==> src/rtl/seq_shifter.sv <==
// Iterative variable-amount shifter: one bit position per clock, supporting
// LSL/LSR/ASR/ROR/ROL with carry-out and zero flags, driven by start/busy/done.
module seq_shifter #(
  parameter int WIDTH   = 16,
  parameter int SHAMT_W = 4
) (
  input  logic               clk,
  input  logic               reset,
  input  logic               start,
  input  logic [WIDTH-1:0]   in,
  input  logic [2:0]         op,
  input  logic [SHAMT_W-1:0] shamt,
  output logic               busy,
  output logic               done,
  output logic [WIDTH-1:0]   sout,
  output logic               cout,
  output logic               zero
);

  localparam logic [2:0] OP_PASS = 3'b000;
  localparam logic [2:0] OP_LSL  = 3'b001;
  localparam logic [2:0] OP_LSR  = 3'b010;
  localparam logic [2:0] OP_ASR  = 3'b011;
  localparam logic [2:0] OP_ROR  = 3'b100;
  localparam logic [2:0] OP_ROL  = 3'b101;

  localparam logic [SHAMT_W-1:0] CNT_ZERO = {SHAMT_W{1'b0}};
  localparam logic [SHAMT_W-1:0] CNT_ONE  = SHAMT_W'(1);
  localparam logic [WIDTH-1:0]   ACC_ZERO = {WIDTH{1'b0}};

  typedef enum logic [1:0] {
    S_IDLE  = 2'd0,
    S_SHIFT = 2'd1,
    S_DONE  = 2'd2
  } state_t;

  // One-position step; returns {bit shifted out, new accumulator}.
  function automatic logic [WIDTH:0] f_step(input logic [WIDTH-1:0] a,
                                            input logic [2:0]       m);
    logic [WIDTH:0] r;
    case (m)
      OP_LSL:  r = {a[WIDTH-1], a[WIDTH-2:0], 1'b0};
      OP_LSR:  r = {a[0], 1'b0, a[WIDTH-1:1]};
      OP_ASR:  r = {a[0], a[WIDTH-1], a[WIDTH-1:1]};
      OP_ROR:  r = {a[0], a[0], a[WIDTH-1:1]};
      OP_ROL:  r = {a[WIDTH-1], a[WIDTH-2:0], a[WIDTH-1]};
      default: r = {1'b0, a};
    endcase
    return r;
  endfunction

  state_t             r_state;
  state_t             w_state_nxt;
  logic [WIDTH-1:0]   r_acc;
  logic [SHAMT_W-1:0] r_cnt;
  logic [2:0]         r_mode;
  logic               r_cout;
  logic               r_busy;
  logic               r_done;

  logic               w_accept;
  logic               w_cnt_zero;
  logic               w_is_shift_op;
  logic [WIDTH:0]     w_step;
  logic               w_busy_nxt;
  logic               w_done_nxt;

  assign w_accept      = start && ((r_state == S_IDLE) || (r_state == S_DONE));
  assign w_cnt_zero    = (r_cnt == CNT_ZERO);
  assign w_is_shift_op = (op == OP_LSL) || (op == OP_LSR) || (op == OP_ASR) ||
                         (op == OP_ROR) || (op == OP_ROL);
  assign w_step        = f_step(r_acc, r_mode);

  // State register; reset dominates any concurrent start.
  always_ff @(posedge clk) begin
    if (reset) begin
      r_state <= S_IDLE;
    end else begin
      r_state <= w_state_nxt;
    end
  end

  // Next-state decode.
  always_comb begin
    w_state_nxt = r_state;
    case (r_state)
      S_IDLE: begin
        if (w_accept) w_state_nxt = S_SHIFT;
        else          w_state_nxt = S_IDLE;
      end
      S_SHIFT: begin
        if (w_cnt_zero) w_state_nxt = S_DONE;
        else            w_state_nxt = S_SHIFT;
      end
      S_DONE: begin
        if (w_accept) w_state_nxt = S_SHIFT;
        else          w_state_nxt = S_IDLE;
      end
      default: w_state_nxt = S_IDLE;
    endcase
  end

  // Status decode from the upcoming state so busy/done leave a flop.
  always_comb begin
    w_busy_nxt = 1'b0;
    w_done_nxt = 1'b0;
    case (w_state_nxt)
      S_SHIFT: w_busy_nxt = 1'b1;
      S_DONE:  w_done_nxt = 1'b1;
      default: begin
        w_busy_nxt = 1'b0;
        w_done_nxt = 1'b0;
      end
    endcase
  end

  // Registered status outputs.
  always_ff @(posedge clk) begin
    if (reset) begin
      r_busy <= 1'b0;
      r_done <= 1'b0;
    end else begin
      r_busy <= w_busy_nxt;
      r_done <= w_done_nxt;
    end
  end

  // Datapath: load on accept, then one step per cycle until the count drains.
  always_ff @(posedge clk) begin
    if (reset) begin
      r_acc  <= ACC_ZERO;
      r_cnt  <= CNT_ZERO;
      r_mode <= OP_PASS;
      r_cout <= 1'b0;
    end else if (w_accept) begin
      r_acc  <= in;
      r_cnt  <= w_is_shift_op ? shamt : CNT_ZERO;
      r_mode <= op;
      r_cout <= 1'b0;
    end else if ((r_state == S_SHIFT) && !w_cnt_zero) begin
      r_acc  <= w_step[WIDTH-1:0];
      r_cout <= w_step[WIDTH];
      r_cnt  <= r_cnt - CNT_ONE;
    end else begin
      r_acc  <= r_acc;
      r_cnt  <= r_cnt;
      r_mode <= r_mode;
      r_cout <= r_cout;
    end
  end

  assign busy = r_busy;
  assign done = r_done;
  assign sout = r_acc;
  assign cout = r_cout;
  assign zero = (r_acc == ACC_ZERO);

endmodule

==> config.mk <==
export PLATFORM = sky130hd
export DESIGN_NAME = seq_shifter
export DESIGN_NICKNAME = d
export VERILOG_FILES = /design/src/rtl/seq_shifter.sv
export SDC_FILE = /design/constraint.sdc
export NUM_CORES = 1
export LEC_CHECK = 0
export ABC_AREA = 0
export CORE_ASPECT_RATIO = 0.9
export CORE_MARGIN = 3
export CORE_UTILIZATION = 35
export DETAILED_ROUTE_END_ITERATION = 10
export HOLD_SLACK_MARGIN = 0.12
export PLACE_DENSITY_LB_ADDON = 0.05
export SKIP_LAST_GASP = 1
export SLEW_MARGIN = 20
export SYNTH_ARGS = -nofsm -noshare
export SYNTH_HDL_FRONTEND = slang
export SYNTH_SLANG_ARGS = --single-unit
==> constraint.sdc <==
create_clock -name clk -period 2.7 [get_ports clk]
set_input_delay 0.81 -clock clk [delete_from_list [all_inputs] [get_ports clk]]
set_output_delay 0.81 -clock clk [all_outputs]
set_load 0.1 [all_outputs]
==> flow_metrics.py <==
metrics = {
    "clocking": {
        "htreeDepth": 1,
        "cts-hold-fix-buffers": 0,
        "cts_resized": 0,
        "worstSkewPairLatency_ps": 290,
        "cts-buffers-inserted": 3,
        "clk_path_buf_depth": 2,
        "tritoncts_clock_tree": "yes",
        "post_cts.repair.setup_buffers": 0,
        "clock_sink_count": 28,
        "clkSlewWorstSetupHoldPaths_ps": 100,
        "clock-root-buffer": "sky130_fd_sc_hd__clkbuf_8",
    },
    "floorplan": {
        "core_outline_area_um2": 5040,
        "die_w_um": 83.7,
        "ports": 46,
        "die_area_um2": 6360,
        "floorplan.rows": 24,
        "chipHeight_um": 76.0,
        "initial_utilization_pct": 37.7,
    },
    "worst_setup_path": {
        "reg2reg_setup_slack_ps": 640,
        "end_kind": "output pin",
        "cp.arrival_ps": 1570,
        "critical_path_class": "reg -> out",
        "critical_path_peak_fanout": 6,
        "critical_path.reg2reg.endpoint": "sout[15]",
        "worst_setup_path_start_kind": "flop",
        "r2r_start": "r_mode[1]",
        "crit_required_ps": 1890,
        "worstRegToRegCells": 5,
    },
    "layout": {
        "post_route_cells_drive_above_1_share_pct": 21.1,
        "antennaDiodeCount": 0,
        "num-nets-final": 300,
        "final.fill_count": 521,
        "multiInputGateArea_um2": 1210,
        "synthToLayoutAreaGrowth_pct": 28.3,
        "register_area_um2": 561,
        "final_core_util_pct": 48.4,
        "final_area_um2": 2440,
    },
    "drt": {
        "remaining_drcs": 0,
        "top_layer_used": "met4",
        "detailedRoute.firstIterationViolations": 109,
        "drt_pass1_iterations": 4,
        "routed_wire_length_per_instance_um": 16.2,
        "met1Wirelength_um": 2760,
        "final_antenna_net_count": 0,
        "final_routed_wirelength_um": 5420,
        "num_vias": 1879,
        "route.detailed.vias_per_inst": 5.61,
        "route.met3.wl_um": 307,
        "detailroute.wirelength.met2_um": 2330,
    },
    "synthesis": {
        "synth_most_common_cell": "sky130_fd_sc_hd__nand3b_1",
        "syn-cell-area_um2": 1900,
        "synth_top_flop_cell": "sky130_fd_sc_hd__dfxtp_1",
        "synthXorXnorAreaFrac_pct": 0.920,
        "synth_fp_nets": 260,
        "synth_simple_gate_area_share_pct": 34.9,
        "postSynthRegisterBits": 28,
        "synth.area.top_cells": "sky130_fd_sc_hd__dfxtp_1, sky130_fd_sc_hd__nand3b_1, sky130_fd_sc_hd__a221oi_1",
        "post_synth_inst_count": 231,
        "combinational_family_with_the_most_area_after_synthesis": "simple AND/OR/NAND/NOR gates",
        "synth-seq-area-share_pct": 29.5,
        "synth.yosys.warnings": 0,
        "yosysTopAreaCell": "sky130_fd_sc_hd__dfxtp_1",
        "yosysUniqueCellTypes": 42,
        "synth.area.mux_share_pct": 0.526,
        "synth_compound_gate_area_share_pct": 25.2,
        "ys_top_cells_by_count": "sky130_fd_sc_hd__nand3b_1, sky130_fd_sc_hd__dfxtp_1, sky130_fd_sc_hd__nand2_1",
        "synthAdderAreaFrac_pct": 1.97,
        "avgSynthCellArea_um2": 8.24,
        "synth_enable_flop_cells": 0,
        "async_flop_share_pct": 0,
        "synthDominantCellAreaShare_pct": 29.5,
    },
    "worst_hold_path": {
        "timing.hold.worst.class": "reg -> reg",
        "timing.hold.worst.start": "r_cnt[0]",
        "worstHoldEndpoint": "r_cnt[0]",
        "hold_crit_depth": 1,
    },
    "timing": {
        "setup_viol": 0,
        "fmaxAchievable_mhz": 420,
        "period_share_pct": 88.2,
        "finClkSkew_ps": 8.43,
        "final.min_clock_period_ps": 2380,
        "fin_hold_ws_ps": 517,
        "report.final.slew_viol_count": 0,
        "grt_setup_unrepaired": "no",
        "maxSlewHeadroom_pct": 62.3,
        "slew_at_the_pin_closest_to_its_max_slew_limit_ps": 564,
        "fin_setup_tns_ps": 0,
        "final-hold-violation-count": 0,
    },
    "power_and_ir_drop": {
        "pwr_density_cell_nw_per_um2": 621,
        "worst_ir_drop_vdd_uv": 354,
        "fin_total_pwr_uw": 1520,
        "cellLeakagePower_uw": 0.000857,
    },
    "global_route": {
        "grt_first_pass_wirelength_um": 9360,
        "grt_start_max_net_pins": 29,
        "grt_remaining_overflow": 0,
        "number_of_global_route_vias_before_repair": 1858,
        "grt_antenna_before_repair": 0,
        "grt_util_all_layers_pct": 17.6,
    },
    "placement": {
        "placement.cell_area_um2": 2370,
        "post-dp-hpwl_um": 3800,
        "count_of_input_and_output_buffers": 45,
        "gpl.final_weighted_congestion": 0.755,
    },
    "job": {
        "max_cap_viol_count": 0,
    },
    "run_status": {
        "run_status": "finished clean",
    },
}
==> cells in the final DEF, fill, tap and decap left out, drive strengths merged, types with 4 or more instances in the layout <==
cell,n
clkdlybuf4s50,25
inv,4
a21oi,8
buf,32
nor2,24
nand2,26
a221oi,17
o211ai,14
dfxtp,28
nor3,20
nor4,4
nand3b,29
==> cells by family (layout without fill, tap and decap cells) <==
logic type	Yosys count	in the layout
and+or+nand+nor	114	114
xor gates and xnor gates	2	2
AOI/OAI and AO/OA	57	57
adders and majority gates	3	3
buffers and inverters	26	65
DFF	28	28
muxes	1	1
==> state kept, by name, summed over array words and instances (netlist names) <==
signal / flops
r_mode: 3
cout: 1
busy: 1
done: 1
sout: 16
r_cnt: 4
r_state: 2
==> worst max-delay path, cell delays in order (launching register included) <==
cell	delay [ps]
sky130_fd_sc_hd__dfxtp_1	390
sky130_fd_sc_hd__nor4_1	400
sky130_fd_sc_hd__and4_1	310
sky130_fd_sc_hd__buf_12	190
==> area by class of cell <==
type	count	area share, %
clock buffer	3	1.69
clock inverter	1	1.23
inverter	4	0.615
multi-input combinational	177	49.6
sequential	28	23.0
tap	65	3.33
timing repair buffer	57	20.6
==> how the worst max path moves through the flow <==
| stage | start | to | slack [ps] |
|---|---|---|---|
| 4_1_cts | sout[0] | zero | 340 |
| 3_3_place_gp | start | sout[8] | 330 |
| 3_5_place_dp | start | sout[11] | 310 |
| 6_report | sout[0] | zero | 320 |
| 5_1_grt | sout[0] | zero | 250 |
| 2_1_floorplan | sout[15] | zero | 20 |
==> power by group <==
group	switching [uW]	internal, uW
clock	147	199
sequential	67.7	458
combinational	438	207
==> routing by layer <==
| layer | track usage (%) | up-vias |
|---|---|---|
| met4 | 2.73 | 0 |
| met5 | 0 | - |
| met1 | 26.4 | 881 |
| met2 | 26.3 | 49 |
| met3 | 3.69 | 2 |
| li1 | - | 947 |
==> metrics by stage <==
step / worst slack [ps] / std cells
3_3_place_gp: 329 / 331
5_1_grt: 254 / 335
3_5_place_dp: 311 / 331
4_1_cts: 336 / 335
6_report: 318 / 335
2_1_floorplan: 20.7 / 231
Note: power is estimated with default switching activity, not from simulation.
